**src/rtl/branch_resolve_if.sv**
```systemverilog
// Branch resolve bus: IF-side predictor lookup plus EX-side resolution and the
// registered decision/flush results handed back to the pipeline.
interface branch_resolve_if #(
  parameter int DATA_W = 16,
  parameter int PC_W   = 16
);
  logic [PC_W-1:0]   pred_pc;
  logic              pred_taken;
  logic              res_valid;
  logic [PC_W-1:0]   res_pc;
  logic [2:0]        res_op;
  logic [DATA_W-1:0] res_operand;
  logic              res_pred;
  logic              jump_en;
  logic              mispredict;
  logic              flush;
  logic              busy;

  modport master (
    output pred_pc, res_valid, res_pc, res_op, res_operand, res_pred,
    input  pred_taken, jump_en, mispredict, flush, busy
  );

  modport slave (
    input  pred_pc, res_valid, res_pc, res_op, res_operand, res_pred,
    output pred_taken, jump_en, mispredict, flush, busy
  );
endinterface

```
**src/rtl/branch_resolve_unit.sv**
```systemverilog
// Branch resolve unit: EX-stage condition evaluation, 2-bit saturating BHT and
// mispredict flush window. Define BRU_STATS_EN to add branch/mispredict counters.
module branch_resolve_unit #(
  parameter int DATA_W       = 16,
  parameter int PC_W         = 16,
  parameter int BHT_IDX_W    = 4,
  parameter int FLUSH_CYCLES = 2
) (
  input  logic clk,
  input  logic rst,
  branch_resolve_if.slave bif
`ifdef BRU_STATS_EN
  ,
  output logic [31:0] stat_branches,
  output logic [31:0] stat_mispredicts
`endif
);
  localparam int DEPTH = 1 << BHT_IDX_W;

  typedef enum logic [2:0] {
    OP_NOP = 3'd0, OP_EN = 3'd1, OP_ZEROJ = 3'd2, OP_NZEROJ = 3'd3,
    OP_LTZJ = 3'd4, OP_GEZJ = 3'd5
  } op_e;

  typedef enum logic {IDLE = 1'b0, FLUSH = 1'b1} state_e;

  state_e     state_q, state_d;
  logic [3:0] cnt_q, cnt_d;
  logic       flush_q, flush_d;
  logic       busy_q, busy_d;
  logic       jump_en_q, jump_en_d;
  logic       misp_q, misp_d;
  logic [1:0] bht_q [DEPTH];
  logic [1:0] bht_d [DEPTH];

  logic                 cond;
  logic                 accept;
  logic                 non_nop;
  logic [BHT_IDX_W-1:0] res_idx;
  logic [BHT_IDX_W-1:0] pred_idx;

  assign res_idx  = bif.res_pc[BHT_IDX_W-1:0];
  assign pred_idx = bif.pred_pc[BHT_IDX_W-1:0];
  assign accept   = bif.res_valid && (state_q == IDLE);

  // Table read is the registered state only, so a same-cycle update is not seen.
  assign bif.pred_taken = bht_q[pred_idx][1];
  assign bif.jump_en    = jump_en_q;
  assign bif.mispredict = misp_q;
  assign bif.flush      = flush_q;
  assign bif.busy       = busy_q;

  always_comb begin
    cond    = 1'b0;
    non_nop = 1'b1;
    case (bif.res_op)
      OP_EN:     cond = 1'b1;
      OP_ZEROJ:  cond = (bif.res_operand == '0);
      OP_NZEROJ: cond = (bif.res_operand != '0);
      OP_LTZJ:   cond = bif.res_operand[DATA_W-1];
      OP_GEZJ:   cond = ~bif.res_operand[DATA_W-1];
      default:   non_nop = 1'b0;
    endcase
  end

  always_comb begin
    state_d   = state_q;
    cnt_d     = cnt_q;
    flush_d   = flush_q;
    busy_d    = busy_q;
    jump_en_d = 1'b0;
    misp_d    = 1'b0;
    bht_d     = bht_q;
    case (state_q)
      IDLE: begin
        if (accept) begin
          jump_en_d = cond;
          misp_d    = (cond != bif.res_pred);
          if (cond && bht_q[res_idx] != 2'b11)
            bht_d[res_idx] = bht_q[res_idx] + 2'b01;
          else if (!cond && bht_q[res_idx] != 2'b00)
            bht_d[res_idx] = bht_q[res_idx] - 2'b01;
          if (misp_d) begin
            state_d = FLUSH;
            flush_d = 1'b1;
            busy_d  = 1'b1;
            cnt_d   = 4'(FLUSH_CYCLES - 1);
          end
        end
      end
      FLUSH: begin
        if (cnt_q != '0) begin
          cnt_d = cnt_q - 4'd1;
        end else begin
          state_d = IDLE;
          flush_d = 1'b0;
          busy_d  = 1'b0;
        end
      end
      default: state_d = IDLE;
    endcase
  end

  always_ff @(posedge clk) begin
    if (rst) begin
      state_q   <= IDLE;
      cnt_q     <= '0;
      flush_q   <= 1'b0;
      busy_q    <= 1'b0;
      jump_en_q <= 1'b0;
      misp_q    <= 1'b0;
      for (int i = 0; i < DEPTH; i++) bht_q[i] <= 2'b01;
    end else begin
      state_q   <= state_d;
      cnt_q     <= cnt_d;
      flush_q   <= flush_d;
      busy_q    <= busy_d;
      jump_en_q <= jump_en_d;
      misp_q    <= misp_d;
      for (int i = 0; i < DEPTH; i++) bht_q[i] <= bht_d[i];
    end
  end

`ifdef BRU_STATS_EN
  logic [31:0] stat_br_q, stat_br_d;
  logic [31:0] stat_mp_q, stat_mp_d;

  always_comb begin
    stat_br_d = stat_br_q;
    stat_mp_d = stat_mp_q;
    if (accept && non_nop) stat_br_d = stat_br_q + 32'd1;
    if (misp_d)            stat_mp_d = stat_mp_q + 32'd1;
  end

  always_ff @(posedge clk) begin
    if (rst) begin
      stat_br_q <= '0;
      stat_mp_q <= '0;
    end else begin
      stat_br_q <= stat_br_d;
      stat_mp_q <= stat_mp_d;
    end
  end

  assign stat_branches    = stat_br_q;
  assign stat_mispredicts = stat_mp_q;
`else
  // Op classification only feeds the stats counters.
  logic unused_non_nop;
  assign unused_non_nop = non_nop;
`endif
endmodule

```
**src/flat_wrapper.sv**
```systemverilog
// flat-port wrapper written by rule: the top's interface ports become plain ports
module branch_resolve_unit_flat 
#(
  parameter int DATA_W       = 16,
  parameter int PC_W         = 16,
  parameter int BHT_IDX_W    = 4,
  parameter int FLUSH_CYCLES = 2
)
  (clk, rst, bif_pred_pc, bif_res_valid, bif_res_pc, bif_res_op, bif_res_operand, bif_res_pred, bif_pred_taken, bif_jump_en, bif_mispredict, bif_flush, bif_busy);
  branch_resolve_if #(.DATA_W(DATA_W), .PC_W(PC_W)) bif_i ();
  input  logic clk;
  input  logic rst;
  input wire logic [$bits(bif_i.pred_pc)-1:0] bif_pred_pc;
  input wire logic [$bits(bif_i.res_valid)-1:0] bif_res_valid;
  input wire logic [$bits(bif_i.res_pc)-1:0] bif_res_pc;
  input wire logic [$bits(bif_i.res_op)-1:0] bif_res_op;
  input wire logic [$bits(bif_i.res_operand)-1:0] bif_res_operand;
  input wire logic [$bits(bif_i.res_pred)-1:0] bif_res_pred;
  output wire logic [$bits(bif_i.pred_taken)-1:0] bif_pred_taken;
  output wire logic [$bits(bif_i.jump_en)-1:0] bif_jump_en;
  output wire logic [$bits(bif_i.mispredict)-1:0] bif_mispredict;
  output wire logic [$bits(bif_i.flush)-1:0] bif_flush;
  output wire logic [$bits(bif_i.busy)-1:0] bif_busy;
  assign bif_i.pred_pc = bif_pred_pc;
  assign bif_i.res_valid = bif_res_valid;
  assign bif_i.res_pc = bif_res_pc;
  assign bif_i.res_op = bif_res_op;
  assign bif_i.res_operand = bif_res_operand;
  assign bif_i.res_pred = bif_res_pred;
  assign bif_pred_taken = bif_i.pred_taken;
  assign bif_jump_en = bif_i.jump_en;
  assign bif_mispredict = bif_i.mispredict;
  assign bif_flush = bif_i.flush;
  assign bif_busy = bif_i.busy;
  branch_resolve_unit #(.DATA_W(DATA_W), .PC_W(PC_W), .BHT_IDX_W(BHT_IDX_W), .FLUSH_CYCLES(FLUSH_CYCLES)) u_core (.clk(clk), .rst(rst), .bif(bif_i));
endmodule
```
**config.mk**
```make
export PLATFORM = sky130hd
export DESIGN_NAME = branch_resolve_unit_flat
export DESIGN_NICKNAME = d
export VERILOG_FILES = /design/src/rtl/branch_resolve_if.sv /design/src/rtl/branch_resolve_unit.sv /design/src/flat_wrapper.sv
export SDC_FILE = /design/constraint.sdc
export NUM_CORES = 1
export LEC_CHECK = 0
export CORE_ASPECT_RATIO = 0.5
export CORE_MARGIN = 2
export CORE_UTILIZATION = 51
export CTS_BUF_LIST = sky130_fd_sc_hd__clkbuf_8
export DETAILED_ROUTE_END_ITERATION = 8
export PLACE_DENSITY = 0.88
export SLEW_MARGIN = 20
export SYNTH_ARGS = -nofsm -noshare
export SYNTH_HDL_FRONTEND = slang
export SYNTH_SLANG_ARGS = --single-unit
```
**constraint.sdc**
```tcl
create_clock -name clk -period 4.5 [get_ports clk]
set_clock_uncertainty 0.1 [all_clocks]
set_input_delay 0.9 -clock clk [delete_from_list [all_inputs] [get_ports clk]]
set_output_delay 0.9 -clock clk [all_outputs]
set_load 0.05 [all_outputs]
```
# Yosys cells after proc, flatten, opt, wreduce, memory -nomap -nowiden
# Cells that the tools add are included.
[totals] in_bits=55 wordCells=82 ff_bits=40 output_inout_bits=5
[op_classes] bitwise_logic=5 reduce_logical=14 n_addsub=3 muxes=25 n_eq_ne=11 order_cmp=3
[ops] operator="$bwmux W32" n=2
[ops] operator="$mux W32" n=2
[ops] operator="$bmux W2 S4" n=2
[ops] operator="$logic_not A16 Y1" n=1
[ops] operator="$reduce_bool A16 Y1" n=1
[ops] operator="$mux W4" n=3
[ops] operator="$ge A5 B5 Y1 const B" n=2
[ops] operator="$mux W2" n=5
[ops] operator="$not A4 Y5" n=2
[ops] operator="$reduce_and A3 Y1" n=3
[ops] operator="$demux W2 S4" n=1
[ops] operator="$ne A2 B2 Y1 const B" n=4
[ops] operator="$pmux W4 S2" n=1
[ops] operator="$eq A3 B2 Y1 const B" n=2
[ops] operator="$eq A3 B3 Y1 const B" n=2
[ops] operator="$mux W1" n=6
[ops] operator="$lt A5 B1 Y1 const B" n=1
[ops] operator="$pmux W1 S5" n=1
[ops] operator="$logic_and A1 B1 Y1" n=4
[ops] operator="$pmux W1 S2" n=2
[ops] operator="$reduce_bool A2 Y1" n=2
[ops] operator="$reduce_bool A4 Y1" n=1
[ops] operator="$sub A4 B1 Y4 const B" n=1
[ops] operator="$eq A3 B1 Y1 const B" n=1
[ops] operator="7 further kinds" n=9

# Logic depth before layout (Yosys ltp)
# Gate-level depths: netlist (run 1).
[depth] ltp_word=8 depth_mapped=14 depth_no_buf=12

# Least setup slack after synthesis (run 1)
# No wires, ideal clock.
[synth_timing] path_kind="input to register" start="input port bif_res_pc[1]" end="register u_core.bht_q[25] in the netlist's numbering" path_slack_ns=0.594 setup_time_ns=0.128 t_required_ns=4.272 path_stages=12 arrival_time_ns=3.678 path_buffers=3 path_cell_list="clkbuf_1 > clkbuf_1 > mux4_2 > mux4_2 > ha_1 > inv_1 > a2111o_1 > o21ai_1 > a211oi_2 > buf_2 > mux2i_1 > nor2_1"
[synth_between] elab_chain_cells=8 elab_cells_between_ends=21 classes_between="2 x add/sub; 2 x order compare; 1 x eq/ne; 9 x mux; 1 x bitwise; 6 x reduce/logical"
[synth_rtl] item="start: declaration" line_no="flat_wrapper.sv:15" text="input wire logic [$bits(bif_i.res_pc)-1:0] bif_res_pc;"
[synth_rtl] item="$not A4 Y5 (implied by the code) *"
[synth_rtl] item="$bmux W2 S4 (tied with other cells)"
[synth_rtl] item="$mux W2 (implied by the code) / $logic_and A1 B1 Y1 (equally long branches)"
[synth_rtl] item="$mux W2 (on tied branches)"
[synth_rtl] item="$sub A2 B1 Y2 (tied with other cells)" line_no="branch_resolve_unit.sv:82" text="bht_d[res_idx] = bht_q[res_idx] - 2'b01;"
[synth_rtl] item="$bwmux W32 (tied with other cells)" line_no="branch_resolve_unit.sv:82"
[synth_rtl] item="$mux W32 / $reduce_bool A2 Y1 (equally long branches)"
[synth_rtl] item="$mux W32 / $reduce_and A3 Y1 (equally long branches)"
[synth_rtl] item="end: declaration" line_no="branch_resolve_unit.sv:33" text="logic [1:0] bht_q [DEPTH];"
# Mark *: on every way between the ends. The rest lies on a longest branch, timed or not. The select of a mux whose other input is x is not followed.
# A chain may end at the register's enable or synchronous reset.

# Worst setup path in the final report (run 1)
[layout_timing] start="input port bif_pred_pc[1]" end="output port bif_pred_taken"
[layout_between] elab_chain_cells=4
[layout_rtl] item="start: declaration" line_no="flat_wrapper.sv:13" text="input wire logic [$bits(bif_i.pred_pc)-1:0] bif_pred_pc;"
[layout_rtl] item="$not A4 Y5 (implied by the code)" line_no="branch_resolve_unit.sv:47" text="assign bif.pred_taken = bht_q[pred_idx][1];"
[layout_rtl] item="$bmux W2 S4" line_no="branch_resolve_unit.sv:47"
[layout_rtl] item="$mux W2 (implied by the code) (2 in a row)" line_no="branch_resolve_unit.sv:47"
[layout_rtl] item="end: declaration" line_no="flat_wrapper.sv:19" text="output wire logic [$bits(bif_i.pred_taken)-1:0] bif_pred_taken;"
# Every way passes these cells. The select of a mux whose other input is x is not followed.

==> results.py, run 1 <==
metrics = {
    "setup_path": {
        "crit_path_end_kind": "output port",
        "crit_type": "input port to output port",
        "critical_path_arrival_ns": 3.25,
        "cp-start-kind": "input port",
        "critPathRequiredTime_ns": 3.50,
        "worst-r2r-setup-slack_ns": 1.35,
        "worstPathCellList": "clkdlybuf4s50_1, mux4_2, mux4_2, clkdlybuf4s50_1",
        "crit_slowest_cell": "clkdlybuf4s50_1",
        "critPathBufInv": 2,
        "crit_fanout": 4,
        "crit_family": "buffers and inverters",
        "worst_path_largest_cell_delay_ns": 0.71,
    },
    "logic_synthesis": {
        "yosysMostFrequentCell": "dfxtp_1",
        "synthTopCellsByCount": "dfxtp_1 (40), nand3_1 (27), nor2_1 (22), a21oi_1 (20), o31ai_1 (18)",
        "synth_largest_area_cell": "dfxtp_1",
        "synth_ff_type": "dfxtp_1",
        "synthTopCellsByArea": "dfxtp_1 (34%), mux4_2 (13%), mux2i_1 (5.9%), nand3_1 (5.7%), o31ai_1 (5.7%)",
        "synth_edf_count": 0,
        "yosysSeqAreaShare_pct": 33.68,
        "synth_top_area_share_pct": 33.68,
        "synthCells": 260,
        "synth_area_per_cell_sq_um": 9.143,
        "synth-seq-cells": 40,
        "synth_cell_types": 39,
        "synth_area_sq_mm": 0.002377,
        "ys_async_sr_fraction_pct": 0,
        "yosysWarnings": 0,
        "syn_nets": 319,
    },
    "die": {
        "initial_core_util_pct": 53.48,
        "core_sq_mm": 0.004446,
        "dieHeight_um": 52.28,
        "dieArea_sq_mm": 0.005257,
        "die_x_um": 100.6,
        "io_pins": 60,
        "num_rows": 17,
    },
    "global_routing": {
        "grt_pass1_vias": 2165,
        "grt_usage_pct": 26.00,
        "antenna_found_initial": 0,
        "grt-ovfl-total": 0,
        "grt_first_pass_wirelength_um": 10470,
        "grt_start_max_net_pins": 25,
    },
    "route": {
        "wl_per_cell_um": 18.62,
        "initialDrtViolationCount": 266,
        "ant_nets": 0,
        "vias": 2283,
        "dr.pass1.iters": 5,
        "drc_errors": 0,
        "routed_wl_um": 6460,
        "via_per_inst": 6.579,
    },
    "cells_and_area": {
        "area_growth_pct": 20.37,
        "fill_cells": 325,
        "fin_area_sq_mm": 0.002861,
        "diodes": 0,
        "drive_gt1_share_pct": 11.72,
        "fin_nets": 348,
    },
    "clock_network": {
        "clock_latency_ns": 0.30,
        "cts_root_buf": "clkbuf_8",
        "post-cts-setup-buffer-count": 0,
        "htree_levels": 2,
        "cts.clk_slew.worst_paths_ns": 0.07,
        "numCtsBuffers": 5,
        "cts_buffer_depth": 2,
        "clock-sinks": 40,
        "cts_resized": 0,
        "cts_tree": "built",
        "cts_hold_buf": 0,
    },
    "pwr": {
        "vdd_drop_max_uv": 134.6,
        "cellLeakagePower_nw": 0.9665,
        "power_density_mw_per_mm2": 269.8,
        "power.total_w": 0.0007721,
    },
    "timing": {
        "setup_ws_ns": 0.2540,
        "rsz0062_at_grt": "false",
        "finalWorstPathRequiredPeriod_ns": 4.246,
        "worst_slew_pin_slew_ns": 0.9259,
        "fin_hold_ws_ns": 0.3856,
        "maxSlewHeadroom_pct": 38.08,
        "slew_viol_final": 0,
        "setup_tns_ns": 0,
        "post-route-period-util_pct": 94.36,
        "fmax_mhz": 235.5,
        "hold_viol_final": 0,
        "finalSetupViolCount": 0,
    },
    "place": {
        "io_buffers": 35,
        "dpl-instance-area_sq_mm": 0.002764,
        "place.gp.congestion": 0.8747,
        "hpwl_um": 4440,
        "pre_cts_slack_ns": -0.08640,
    },
    "run": {
        "cap_violations": 0,
    },
    "run_status": {
        "outcome": "finished, final reports clean",
    },
    "hold_path": {
        "hold_path.class": "register to register",
    },
}
cell type report:
type	count	area (sq um)	area share, %
Clock inverter	2	7.507	0.2624
Timing Repair Buffer	42	415.4	14.52
Sequential cell	40	800.8	27.98
Multi-Input combinational cell	192	1454	50.81
Clock buffer	6	82.58	2.886
Tap cell	57	71.32	2.492
Inverter	8	30.03	1.049
cell families after synthesis:
logic type,Yosys count,synth area share [%]
mux,31,21.21
flops,40,33.68
buf+inv,28,5.473
fa+ha+maj,4,2.105
simple gates,99,21.00
xor+xnor,3,1.105
compound gates,55,15.42
cell usage in the layout, fill, tap and decap left out, types with 2 or more instances in the layout:
cell type,synthesis,layout
nand4_1,5,5
nor4_1,11,11
o311ai_1,2,2
o31ai_1,18,18
mux4_2,14,14
xnor2_1,2,2
nor2_1,22,22
nand3_1,27,27
and2_1,2,2
nor2b_1,5,5
a21oi_1,20,20
buf_4,1,6
nand2b_1,4,4
ha_1,4,4
clkdlybuf4s50_1,0,35
nand2_1,16,16
clkbuf_8,0,6
nor3_1,2,2
o21ai_1,7,7
inv_1,8,10
dfxtp_1,40,40
and3_1,3,3
mux2i_1,14,14
where the power goes:
part           switching (W)  internal [W]  leakage, nW
Clock               0.000123      0.000120       0.0538
Combinational      0.0000895     0.0000676        0.588
Sequential        0.00000754      0.000364        0.324
stage by stage:
stage,util (%),cells
final,64.37,347
after global routing,64.37,347
after detailed placement,62.17,339
after CTS,64.20,347
after global placement,62.17,339
after floorplan,-,260
final timing paths:
check,start,end,cells after the start
max,bif_pred_pc[1],bif_pred_taken,4
min reg2reg,register,register,2
min,register,register,2
max reg2reg,u_core.bht_q[5]$_SDFFE_PP0P_,u_core.bht_q[15]$_SDFFE_PP0P_,9
metal layers:
metal	vias to the layer above	GRT usage (%)	share of wire [%]
met5	-	0	0
met4	0	10.73	1.9
met3	14	6.000	9.1
met2	140	45.86	49
met1	1095	31.23	40
li1	1034	-	-
worst register-to-register path: stages, from the launching register on:
cell	delay [ns]
dfxtp_1	0.35
mux4_2	0.48
mux4_2	0.51
ha_1	0.33
inv_1	0.07
a2111o_1	0.08
o21ai_1	0.10
a211oi_4	0.68
nand3_1	0.19
a21oi_1	0.18
Power figures use the tool's default switching activity.
==> inputs of run 2 (changes only) <==
--- a/config.mk
+++ b/config.mk
@@ -5,6 +5,7 @@
 export SDC_FILE = /design/constraint.sdc
 export NUM_CORES = 1
 export LEC_CHECK = 0
+export CAP_MARGIN = 20
 export CORE_ASPECT_RATIO = 0.5
 export CORE_MARGIN = 2
 export CORE_UTILIZATION = 51
==> results of run 2 <==
Same layout as run 1: the final DEF is identical, and so are final timing and power.
==> inputs of run 3 (changes only) <==
--- a/config.mk
+++ b/config.mk
@@ -8,10 +8,11 @@
 export CAP_MARGIN = 20
 export CORE_ASPECT_RATIO = 0.5
 export CORE_MARGIN = 2
-export CORE_UTILIZATION = 51
+export CORE_UTILIZATION = 35
 export CTS_BUF_LIST = sky130_fd_sc_hd__clkbuf_8
+export CTS_CLUSTER_SIZE = 14
 export DETAILED_ROUTE_END_ITERATION = 8
-export PLACE_DENSITY = 0.88
+export PLACE_DENSITY = 0.65
 export SLEW_MARGIN = 20
 export SYNTH_ARGS = -nofsm -noshare
 export SYNTH_HDL_FRONTEND = slang
==> run 3 against run 2 <==
Net effect:
- clock power is 5% lower
- utilization is 21 points lower
- design area is 1.2% higher
- critical path depth stayed put
- largest power group unchanged
- first-iteration DRC count is 39% lower
- largest cell class unchanged
- critical endpoint unchanged
- total power is 2.2% lower
==> results.py, run 3 (synthesis results as in run 1) <==
metrics = {
    "clock_network": {
        "cts_tree": "built",
        "cts_hold_buf": 0,
        "cts_resized": 0,
        "clock_latency_ns": 0.29,
        "numCtsBuffers": 5,
        "clock-sinks": 40,
        "htree_levels": 2,
        "cts_root_buf": "clkbuf_8",
        "cts.clk_slew.worst_paths_ns": 0.07,
        "post-cts-setup-buffer-count": 0,
        "cts_buffer_depth": 2,
    },
    "die": {
        "die_x_um": 120.6,
        "dieArea_sq_mm": 0.007507,
        "core_sq_mm": 0.006621,
        "dieHeight_um": 62.28,
        "num_rows": 21,
        "initial_core_util_pct": 35.90,
        "io_pins": 60,
    },
    "setup_path": {
        "cp-start-kind": "input port",
        "critical_path_arrival_ns": 3.22,
        "crit_path_end_kind": "output port",
        "crit_fanout": 4,
        "crit_type": "input port to output port",
        "critPathRequiredTime_ns": 3.50,
        "r2r_cells": 9,
    },
    "run_status": {
        "outcome": "finished, final reports clean",
    },
    "route": {
        "wl_per_cell_um": 15.97,
        "vias": 2143,
        "initialDrtViolationCount": 162,
        "via_per_inst": 5.625,
        "ant_nets": 0,
        "routed_wl_um": 6084,
        "drc_errors": 0,
        "dr.pass1.iters": 5,
    },
    "timing": {
        "finalWorstPathRequiredPeriod_ns": 4.219,
        "post-route-period-util_pct": 93.76,
        "finalSetupViolCount": 0,
        "hold_viol_final": 0,
        "worst_slew_pin_slew_ns": 0.8894,
        "setup_tns_ns": 0,
        "rsz0062_at_grt": "false",
        "maxSlewHeadroom_pct": 40.52,
        "setup_ws_ns": 0.2809,
        "fmax_mhz": 237.0,
        "slew_viol_final": 0,
    },
    "place": {
        "pre_cts_slack_ns": -0.1605,
        "hpwl_um": 4401,
        "io_buffers": 35,
        "place.gp.congestion": 0.8306,
    },
    "pwr": {
        "p_sw_share_pct": 28.98,
        "power.switching_w": 0.0002188,
        "vdd_drop_max_uv": 111.6,
        "power_frac_seq_pct": 49.1,
        "clockPowerShare_pct": 30.5,
        "power.total_w": 0.0007550,
        "cellLeakagePower_nw": 0.9527,
        "comb_power_share_pct": 20.4,
        "power_density_mw_per_mm2": 260.6,
        "internal_power_w": 0.0005362,
    },
    "global_routing": {
        "grtUsageMet3_pct": 4.412,
        "grt_usage_pct": 16.93,
        "antenna_found_initial": 0,
        "grt_start_max_net_pins": 25,
        "use_met1_pct": 22.38,
        "grt_pass1_vias": 2133,
        "grt_busiest_layer": "met2",
        "grt-ovfl-total": 0,
        "met2_usage_pct": 27.68,
        "grt_first_pass_wirelength_um": 10230,
    },
    "hold_path": {
        "hold_path.class": "register to register",
        "whs_path_depth": 2,
    },
    "cells_and_area": {
        "layout_commonest_cell": "dfxtp_1",
        "diodes": 0,
        "area_growth_pct": 21.84,
        "drive_gt1_share_pct": 12.11,
        "fin_nets": 348,
        "final_cell_mix": "dfxtp_1 (40), clkdlybuf4s50_1 (35), nand3_1 (27), nor2_1 (22), a21oi_1 (20)",
    },
    "run": {
        "cap_violations": 0,
    },
}
[run 3: cell count changes in the layout (fill, tap and decap cells not counted), sizes merged]
cell | before | now
inv | 10 | 8
clkinv | 0 | 1
clkbuf | 6 | 5
clkinvlp | 0 | 1
[run 3: final cells by class]
type | instances | area (sq um)
clock buffers | 5 | 68.82
clock inverters | 2 | 12.51
fillers | 638 | 3725
inverters | 8 | 30.03
multi-input cells | 192 | 1454
flip-flops and latches | 40 | 800.8
well taps | 92 | 115.1
repair buffers | 42 | 415.4
[run 3: path summary, 6_finish.rpt]
path	from	endpoint	slack, ns
worst max-delay path	bif_pred_pc[0]	bif_pred_taken	0.28
worst min-delay path	register	register	0.38
worst max register to register	u_core.bht_q[15]$_SDFFE_PP0P_	u_core.bht_q[3]$_SDFFE_PP0P_	1.41
worst min register to register	register	register	0.38
[run 3: metrics by stage]
stage / hold WS, ns / utilization (%) / instance area [sq um] / instances
4_1_cts: 0.3834 / 43.63 / 2889 / 381
3_3_place_gp: 0.3523 / 42.40 / 2808 / 374
6_report: 0.3800 / 43.75 / 2897 / 381
2_1_floorplan: 0.3358 / - / 2377 / 260
5_1_grt: 0.4040 / 43.75 / 2897 / 381
3_5_place_dp: 0.3642 / 42.40 / 2808 / 374
[run 3: worst max-delay path, stage by stage]
cell	delay, ns
clkdlybuf4s50_1	0.61
mux4_2	0.53
mux4_2	0.47
clkdlybuf4s50_1	0.71
[run 3: power groups by stage]
stage          registers, W  clock network, W  logic (W)
2_1_floorplan      0.000384                 0  0.0000895
3_3_place_gp       0.000378                 0   0.000147
3_5_place_dp       0.000379                 0   0.000151
4_1_cts            0.000371          0.000231   0.000152
5_1_grt            0.000372          0.000251   0.000167
6_report           0.000371          0.000230   0.000154
[run 3: per-layer routing]
metal | routed length, um | vias up | share of wire (%)
li1 | - | 1034 | -
met1 | 2747 | 1029 | 45
met2 | 2854 | 76 | 47
met3 | 440 | 4 | 7.2
met4 | 42 | 0 | 0.69
met5 | 0 | - | 0
